==> config.mk <==
export PLATFORM = sky130hd
export DESIGN_NAME = ps2_host_tx
export DESIGN_NICKNAME = d
export VERILOG_FILES = /design/src/rtl/ps2_host_tx.sv
export SDC_FILE = /design/constraint.sdc
export NUM_CORES = 1
export LEC_CHECK = 0
export CAP_MARGIN = 5
export CORE_MARGIN = 2
export CORE_UTILIZATION = 30
export CTS_BUF_LIST = sky130_fd_sc_hd__clkbuf_8
export DETAILED_ROUTE_END_ITERATION = 6
export MAX_ROUTING_LAYER = met4
export PLACE_DENSITY = 0.42
export SETUP_SLACK_MARGIN = 0.5
export SYNTH_ARGS = -nofsm -noshare
export SYNTH_HDL_FRONTEND = slang
export SYNTH_SLANG_ARGS = --single-unit
export TNS_END_PERCENT = 10
==> constraint.sdc <==
create_clock -name clk -period 3.8 [get_ports clk]
set_input_delay 0.38 -clock clk [delete_from_list [all_inputs] [get_ports clk]]
set_output_delay 0.38 -clock clk [all_outputs]
set_load 0.02 [all_outputs]
==> src/rtl/ps2_host_tx.sv <==
// ps2_host_tx: host-to-device PS/2 transmitter.
// Sends one command byte to the device: inhibit, request-to-send, 8 data bits
// LSB first, odd parity, stop, then waits for the device ACK and bus idle.
// Outputs are pull-low enables; the top level owns the open-collector buffers.
// Optional build macro PS2_TX_GLITCH_FILTER_EN: the synchronized clock only
// changes after 8 consecutive identical samples, rejecting short glitches.
module ps2_host_tx #(
    parameter int CLK_FREQ_HZ    = 50000000,
    parameter int INHIBIT_CYCLES = 5000,
    parameter int START_TIMEOUT  = 750000,
    parameter int BIT_TIMEOUT    = 100000
) (
    input  logic       clk,
    input  logic       reset,
    input  logic [7:0] tx_data,
    input  logic       tx_start,
    output logic       tx_busy,
    output logic       tx_done,
    output logic       tx_error,
    input  logic       ps2_clk_in,
    input  logic       ps2_dat_in,
    output logic       ps2_clk_low,
    output logic       ps2_dat_low
);

    localparam int MAX_AB = (INHIBIT_CYCLES > START_TIMEOUT) ? INHIBIT_CYCLES : START_TIMEOUT;
    localparam int MAXC   = (MAX_AB > BIT_TIMEOUT) ? MAX_AB : BIT_TIMEOUT;
    localparam int CNT_W  = $clog2(MAXC + 1);

    localparam logic [CNT_W-1:0] INH_LAST   = CNT_W'(INHIBIT_CYCLES - 1);
    localparam logic [CNT_W-1:0] START_LAST = CNT_W'(START_TIMEOUT - 1);
    localparam logic [CNT_W-1:0] BIT_LAST   = CNT_W'(BIT_TIMEOUT - 1);

    // Reject nonsensical parameterisations at elaboration time.
    if (CLK_FREQ_HZ < 1 || INHIBIT_CYCLES < 1 || START_TIMEOUT < 1 || BIT_TIMEOUT < 1) begin : g_param_check
        $error("ps2_host_tx: all clock/timing parameters must be positive");
    end

    typedef enum logic [2:0] {
        S_IDLE, S_INHIBIT, S_RTS, S_SHIFT, S_ACK, S_WAIT_IDLE, S_DONE, S_ERR
    } state_t;

    state_t           state_q, state_d;
    logic [CNT_W-1:0] cnt_q, cnt_d;
    logic [3:0]       bit_q, bit_d;
    logic [8:0]       sh_q, sh_d;          // {parity, data}; shifts in 1s (stop/release)
    logic             dat_low_q, dat_low_d;
    logic             clk_s1_q, clk_s2_q, dat_s1_q, dat_s2_q, clk_prev_q;
    logic             sync_clk, sync_dat, fall;

    // Two-flop synchronizers; idle-high reset so no false fall follows reset.
    always_ff @(posedge clk or negedge reset) begin
        if (!reset) begin
            clk_s1_q <= 1'b1;
            clk_s2_q <= 1'b1;
            dat_s1_q <= 1'b1;
            dat_s2_q <= 1'b1;
        end else begin
            clk_s1_q <= ps2_clk_in;
            clk_s2_q <= clk_s1_q;
            dat_s1_q <= ps2_dat_in;
            dat_s2_q <= dat_s1_q;
        end
    end

`ifdef PS2_TX_GLITCH_FILTER_EN
    logic [2:0] flt_cnt_q, flt_cnt_d;
    logic       flt_clk_q, flt_clk_d;

    // Flip the filtered clock only after 8 consecutive differing samples.
    always_comb begin
        flt_clk_d = flt_clk_q;
        flt_cnt_d = 3'd0;
        if (clk_s2_q != flt_clk_q) begin
            if (flt_cnt_q == 3'd7) begin
                flt_clk_d = clk_s2_q;
            end else begin
                flt_cnt_d = flt_cnt_q + 3'd1;
            end
        end
    end

    // Glitch filter state.
    always_ff @(posedge clk or negedge reset) begin
        if (!reset) begin
            flt_clk_q <= 1'b1;
            flt_cnt_q <= 3'd0;
        end else begin
            flt_clk_q <= flt_clk_d;
            flt_cnt_q <= flt_cnt_d;
        end
    end

    assign sync_clk = flt_clk_q;
`else
    assign sync_clk = clk_s2_q;
`endif

    assign sync_dat = dat_s2_q;
    assign fall     = clk_prev_q & ~sync_clk;
    assign ps2_dat_low = dat_low_q;

    // FSM state, counters, shift register and registered data-line drive.
    always_ff @(posedge clk or negedge reset) begin
        if (!reset) begin
            state_q    <= S_IDLE;
            cnt_q      <= '0;
            bit_q      <= 4'd0;
            sh_q       <= 9'h1FF;
            dat_low_q  <= 1'b0;
            clk_prev_q <= 1'b1;
        end else begin
            state_q    <= state_d;
            cnt_q      <= cnt_d;
            bit_q      <= bit_d;
            sh_q       <= sh_d;
            dat_low_q  <= dat_low_d;
            clk_prev_q <= sync_clk;
        end
    end

    // Next-state, counter and output decode.
    always_comb begin
        state_d     = state_q;
        cnt_d       = cnt_q;
        bit_d       = bit_q;
        sh_d        = sh_q;
        dat_low_d   = dat_low_q;
        tx_busy     = 1'b1;
        tx_done     = 1'b0;
        tx_error    = 1'b0;
        ps2_clk_low = 1'b0;

        case (state_q)
            S_IDLE: begin
                tx_busy = 1'b0;
                cnt_d   = '0;
                bit_d   = 4'd0;
                if (tx_start) begin
                    sh_d    = {~^tx_data, tx_data};
                    state_d = S_INHIBIT;
                end
            end
            S_INHIBIT: begin
                ps2_clk_low = 1'b1;
                if (cnt_q == INH_LAST) begin
                    cnt_d   = '0;
                    state_d = S_RTS;
                end else begin
                    cnt_d = cnt_q + 1'b1;
                end
            end
            S_RTS: begin
                if (fall) begin
                    dat_low_d = ~sh_q[0];
                    sh_d      = {1'b1, sh_q[8:1]};
                    bit_d     = 4'd1;
                    cnt_d     = '0;
                    state_d   = S_SHIFT;
                end else if (cnt_q == START_LAST) begin
                    state_d = S_ERR;
                end else begin
                    cnt_d = cnt_q + 1'b1;
                end
            end
            S_SHIFT: begin
                if (fall) begin
                    dat_low_d = ~sh_q[0];
                    sh_d      = {1'b1, sh_q[8:1]};
                    bit_d     = bit_q + 4'd1;
                    cnt_d     = '0;
                    if (bit_q == 4'd9) begin
                        state_d = S_ACK;    // fall 10 just released the line
                    end
                end else if (cnt_q == BIT_LAST) begin
                    state_d = S_ERR;
                end else begin
                    cnt_d = cnt_q + 1'b1;
                end
            end
            S_ACK: begin
                if (fall) begin
                    cnt_d   = '0;
                    bit_d   = bit_q + 4'd1;
                    state_d = sync_dat ? S_ERR : S_WAIT_IDLE;
                end else if (cnt_q == BIT_LAST) begin
                    state_d = S_ERR;
                end else begin
                    cnt_d = cnt_q + 1'b1;
                end
            end
            S_WAIT_IDLE: begin
                if (sync_clk && sync_dat) begin
                    state_d = S_DONE;
                end else if (fall) begin
                    cnt_d = '0;
                end else if (cnt_q == BIT_LAST) begin
                    state_d = S_ERR;
                end else begin
                    cnt_d = cnt_q + 1'b1;
                end
            end
            S_DONE: begin
                tx_busy = 1'b0;
                tx_done = 1'b1;
                state_d = S_IDLE;
            end
            S_ERR: begin
                tx_busy  = 1'b0;
                tx_error = 1'b1;
                state_d  = S_IDLE;
            end
            default: state_d = S_IDLE;
        endcase

        // Data drive follows the state being entered: start bit pulled low in
        // the last inhibit cycle and throughout RTS, released everywhere else.
        if (state_d == S_INHIBIT) begin
            dat_low_d = (cnt_d == INH_LAST);
        end else if (state_d == S_RTS) begin
            dat_low_d = 1'b1;
        end else if (state_d != S_SHIFT) begin
            dat_low_d = 1'b0;
        end
    end

endmodule

After elaboration in Yosys (flattened, before gate mapping). Index checks and enable logic that the tools add are counted.

Reduce and logical (&&, ||, !) cells: 14. Equal/unequal tests: 19. Bitwise operators: 3. $add $sub $neg: 2. Mux-type cells: 34.

Operators by type and width (count): 20-bit 2-to-1 mux (6); 20-bit case mux with 5 select lines (1); 20-bit by 13-bit == test with 1-bit output, second input constant (2); 3-bit 2-to-1 mux (10); 3-bit case mux with 7 select lines (1); 20-bit by 1-bit adder with 20-bit output, second input constant (1); 20-bit by 17-bit == test with 1-bit output, second input constant (1); 20-bit == test, second input constant (1); 9-bit 2-to-1 mux (2); 9-bit case mux with 2 select lines (1); 3-bit == test, second input constant (4); 4-bit case mux with 3 select lines (1); 3-bit by 2-bit == test with 1-bit output, second input constant (3); 1-bit 2-to-1 mux (9); 4-bit 2-to-1 mux (2); 4-bit nonzero test (2); 8-bit XNOR reduction (1); 3-bit by 1-bit == test with 1-bit output, second input constant (2); 3-bit AND reduction (2); 2-bit OR reduction (3); 4-bit by 1-bit adder with 4-bit output, second input constant (1); 4-bit == test, second input constant (1); 2-bit by 1-bit != test with 1-bit output, second input constant (2); 2-bit != test, second input constant (2); 10 further kinds (11).

Output and inout bits: 5. Register bits after elaboration: 42. Input port bits: 13. Logic and storage cells: 82.

Logic depth before layout (Yosys ltp).
Word-level depth: 9. Gate-level depth with buffers: 11.

Least setup slack after synthesis. No wires, ideal clock.

Path kind: flip-flop to flip-flop. Start point: reg cnt_q[14]. End point: reg dat_low_q (netlist: ps2_dat_low). Period minus slack after synthesis: 2817 ps. Data required time: 3708 ps. Arrival time: 2725 ps. Setup slack: 983 ps. Stages on the path, launching flop included: 9. Cell sequence: dfrtp_1 > or4_4 > nor3_4 > nand4_2 > a221o_1 > a221o_1 > a2111oi_0 > nand4_1 > o31ai_2.

Word-level cells in the longest chain between the ends: 9. Elaborated cells between the ends (all ways): 30. Those cells by class: add/sub (1); eq/ne (7); mux (19); reduce/logical (3).

RTL lines: from (decl) (RTL line 44) `logic [CNT_W-1:0] cnt_q, cnt_d;`; from (signal assigned) (RTL line 114) `cnt_q <= cnt_d;`; branches (longest 9 deep; another with 20-bit by 1-bit adder with 20-bit output); to (signal assigned) (RTL line 117) `dat_low_q <= dat_low_d;`; to (decl) (RTL line 47) `logic dat_low_q, dat_low_d;`.

Parallel ways; which one is timed is not known. A chain may end at the register's enable or synchronous reset.

Final worst setup path. Ends and elaborated chain as after synthesis.

==> flow_summary.ini <==
[clock_network]
clk-insertion-delay-late_ps = 300
cts.sinks = 42
cts_tree = built
cts_buffers = 5
cts.hold.buffers_added = 0
cts.clk_slew.worst_paths_ps = 100
htreeDepth = 2
clock_tree.root_cell = clkbuf_8
clockBufferDepth = 2

[yosys]
synth_cells = 332
yosys.area_share.adder = 0.0130
synth_xor_area_frac = 0.0393
synth-simple-area-share = 0.275
synth-warning-count = 0
yosysSeqAreaShare = 0.369
synth_edf_count = 0
mappedNetlistNets = 348
synthFlopType = dfrtp_1
synth_compound_area_frac = 0.234
synth.avg_cell_area_um2 = 8.72
synth_cell_types = 71
synthArstFlopShare = 1.00
synthesis.area_mm2 = 0.00289
ys_ff_latch = 42
synth_top_family_by_area = simple AND/OR/NAND/NOR gates
synthMuxAreaShare = 0.0346

[run_status]
status = completed

[grt]
grt_first_pass_wirelength_um = 14200
grt.overflow.total = 0
grt_max_degree = 43
antenna_found_initial = 0
grt_pass1_vias = 2654
track_usage = 0.181

[die]
rows = 35
die_h_um = 102
die_w_um = 102
coreArea_mm2 = 0.00928
start_util = 0.312
ioPinCount = 18
die-area_mm2 = 0.0104

[placement]
routabilityCongestion = 0.889
dp_slack_ps = 383
dp_cells = 472
place_hpwl_um = 6160
place_area_mm2 = 0.00322
numPortBuffers = 17

[sta]
tightest_slew_ps = 1010
rsz0062_at_grt = no
post-route-period-util = 0.810
max_freq_mhz = 325
slew_viol_final = 0
finalCriticalPeriod_ps = 3080
setup_tns_ps = 0
holdWs_ps = 235
layout_setup_ws_ps = 723
fin_skew_ps = 8.67
hold_viol_final = 0
maxSlewHeadroom = 0.321
setup_viol = 0

[route]
via_per_inst = 5.44
routed_wl_um = 8420
drt_iter0_drc = 205
post_drt_wl_per_cell_um = 17.4
ant_nets = 0
drc = 0
drtPass1Iterations = 4
num_vias = 2628

[critical_path]
r2r-end = ps2_dat_low
rrSetupSlack_ps = 720
cp.required_ps = 4030
cp-end-kind = register
critPathLaunchType = register
reg2reg_from = cnt_q[14]
rr_worst_depth = 9
worstSetupPathType = register to register
critPathArrivalTime_ps = 3300
crit_path_max_fanout = 13

[final_layout]
final_cells = 483
stdcell_area_mm2 = 0.00338
antenna_cells = 0
post-route-util = 0.364
area_growth_syn_to_layout_pct = 16.7
nets = 369
layout-drive-gt1-share = 0.161

[power_and_ir_drop]
vdd_drop_max_v = 0.000161
leakagePower_nw = 1.31
powerDensity_mw_per_mm2 = 242
power_mw = 0.817

[hold_path]
min_path_type = input pin to async pin

[run]
drv_cap = 0
worst max path at each step:
stage | start | end | cells after the start
2_1_floorplan | cnt_q[14] | ps2_dat_low | 8
3_3_place_gp | cnt_q[14] | ps2_dat_low | 9
3_5_place_dp | cnt_q[14] | ps2_dat_low | 9
4_1_cts | cnt_q[14] | ps2_dat_low | 8
5_1_grt | cnt_q[14] | ps2_dat_low | 9
6_report | cnt_q[14] | ps2_dat_low | 9
cell usage in the layout, fill, tap and decap left out, types with 4 or more instances in the layout:
| master | instances |
|---|---|
| mux2i_1 | 10 |
| nand2b_1 | 8 |
| nand4_1 | 5 |
| o211ai_1 | 4 |
| and2_1 | 5 |
| clkdlybuf4s50_1 | 16 |
| o21ai_0 | 18 |
| inv_1 | 7 |
| buf_4 | 13 |
| nor2_1 | 33 |
| clkbuf_8 | 5 |
| nor3b_1 | 4 |
| and3_1 | 7 |
| xnor2_1 | 11 |
| or3_1 | 4 |
| nand2_1 | 34 |
| a21oi_1 | 24 |
| dfstp_2 | 14 |
| dfrtp_1 | 27 |
| a211oi_1 | 6 |
| nor4_1 | 5 |
| nor3_1 | 8 |
| nand3_1 | 10 |
final cells by class:
type | count | area (um^2)
multi-input cells | 266 | 1760
well taps | 129 | 161
flip-flops and latches | 42 | 1070
clock buffers | 5 | 68.8
repair buffers | 30 | 263
fillers | 1004 | 5910
inverters | 8 | 30.0
clock inverters | 3 | 23.8
registers in the layout, indices dropped and copies added, names as in the netlist:
register     flops
clk_prev_q       1
state_q          3
cnt_q           20
clk_s1_q         1
clk_s2_q         1
dat_s2_q         1
sh_q             9
dat_s1_q         1
bit_q            4
ps2_dat_low      1
critical path, cell delays in order (launching register included):
cell and delay [ps]:
dfrtp_1 480, or4_4 580, nor3_4 300, a311oi_4 240, a211oi_4 330, buf_4 250, nor3b_1 90, a2111oi_2 350
nand4_1 150, o31ai_2 230
routing by layer:
layer  global-route usage  wire (um)  share of wire  up-vias
met5                    -          0              0        -
met4               0.0410         80         0.0095        0
met3               0.0233        293          0.035        9
met2                0.276       3900           0.46       55
met1                0.257       4140           0.49     1287
li1                     -          -              -     1277
logic make-up after synthesis:
group / count (synthesis)
and+or+nand+nor: 145
AOI/OAI and AO/OA: 95
DFF: 42
buffers and inverters: 24
xor gates and xnor gates: 13
muxes: 10
adders and majority gates: 3
cell usage after synthesis, types with 2 or more instances:
library cell  number  area share
o21ai_0           18       0.031
buf_1              3      0.0039
xnor2_1           11       0.033
a21o_1             3      0.0078
dfstp_2           14        0.13
dfrtp_1           28        0.24
o31ai_1            3      0.0078
and2_1             5       0.011
clkbuf_1          11       0.014
a211oi_1           7       0.018
a211o_1            2      0.0061
inv_1              7      0.0091
nand3b_1           2      0.0052
nor4_1             6       0.013
o22ai_1            2      0.0043
mux2i_1           10       0.035
o311ai_0           2      0.0061
nor3_1             8       0.014
and3_1             7       0.015
ha_1               3       0.013
nand4_1            5       0.011
nor2_1            33       0.043
nor2b_1            3      0.0065
nand3_1           10       0.017
and4_1             3      0.0091
nand2b_1           8       0.017
nor3b_1            4       0.010
a31oi_1            3      0.0065
a22oi_1            3      0.0078
a221o_1            2      0.0069
or3_1              4      0.0086
xor2_1             2      0.0061
nand2_1           34       0.044
or2_2              2      0.0043
a21oi_1           24       0.042
nor3_2             2      0.0069
o211ai_1           4       0.010
power breakdown:
group	leakage (nW)	internal, mW	total, mW	switching [mW]
clock	0.0491	0.134	0.317	0.183
sequential	0.517	0.452	0.454	0.00216
combinational	0.741	0.0223	0.0461	0.0238
what timing repair did:
item	4_1_cts	5_1_grt
pin swaps	3	2
resized for setup	0	8
setup buffers	3	0
endpoints found under the setup margin	1	1
gates cloned	0	0
Note: power is estimated with default switching activity, not from simulation.
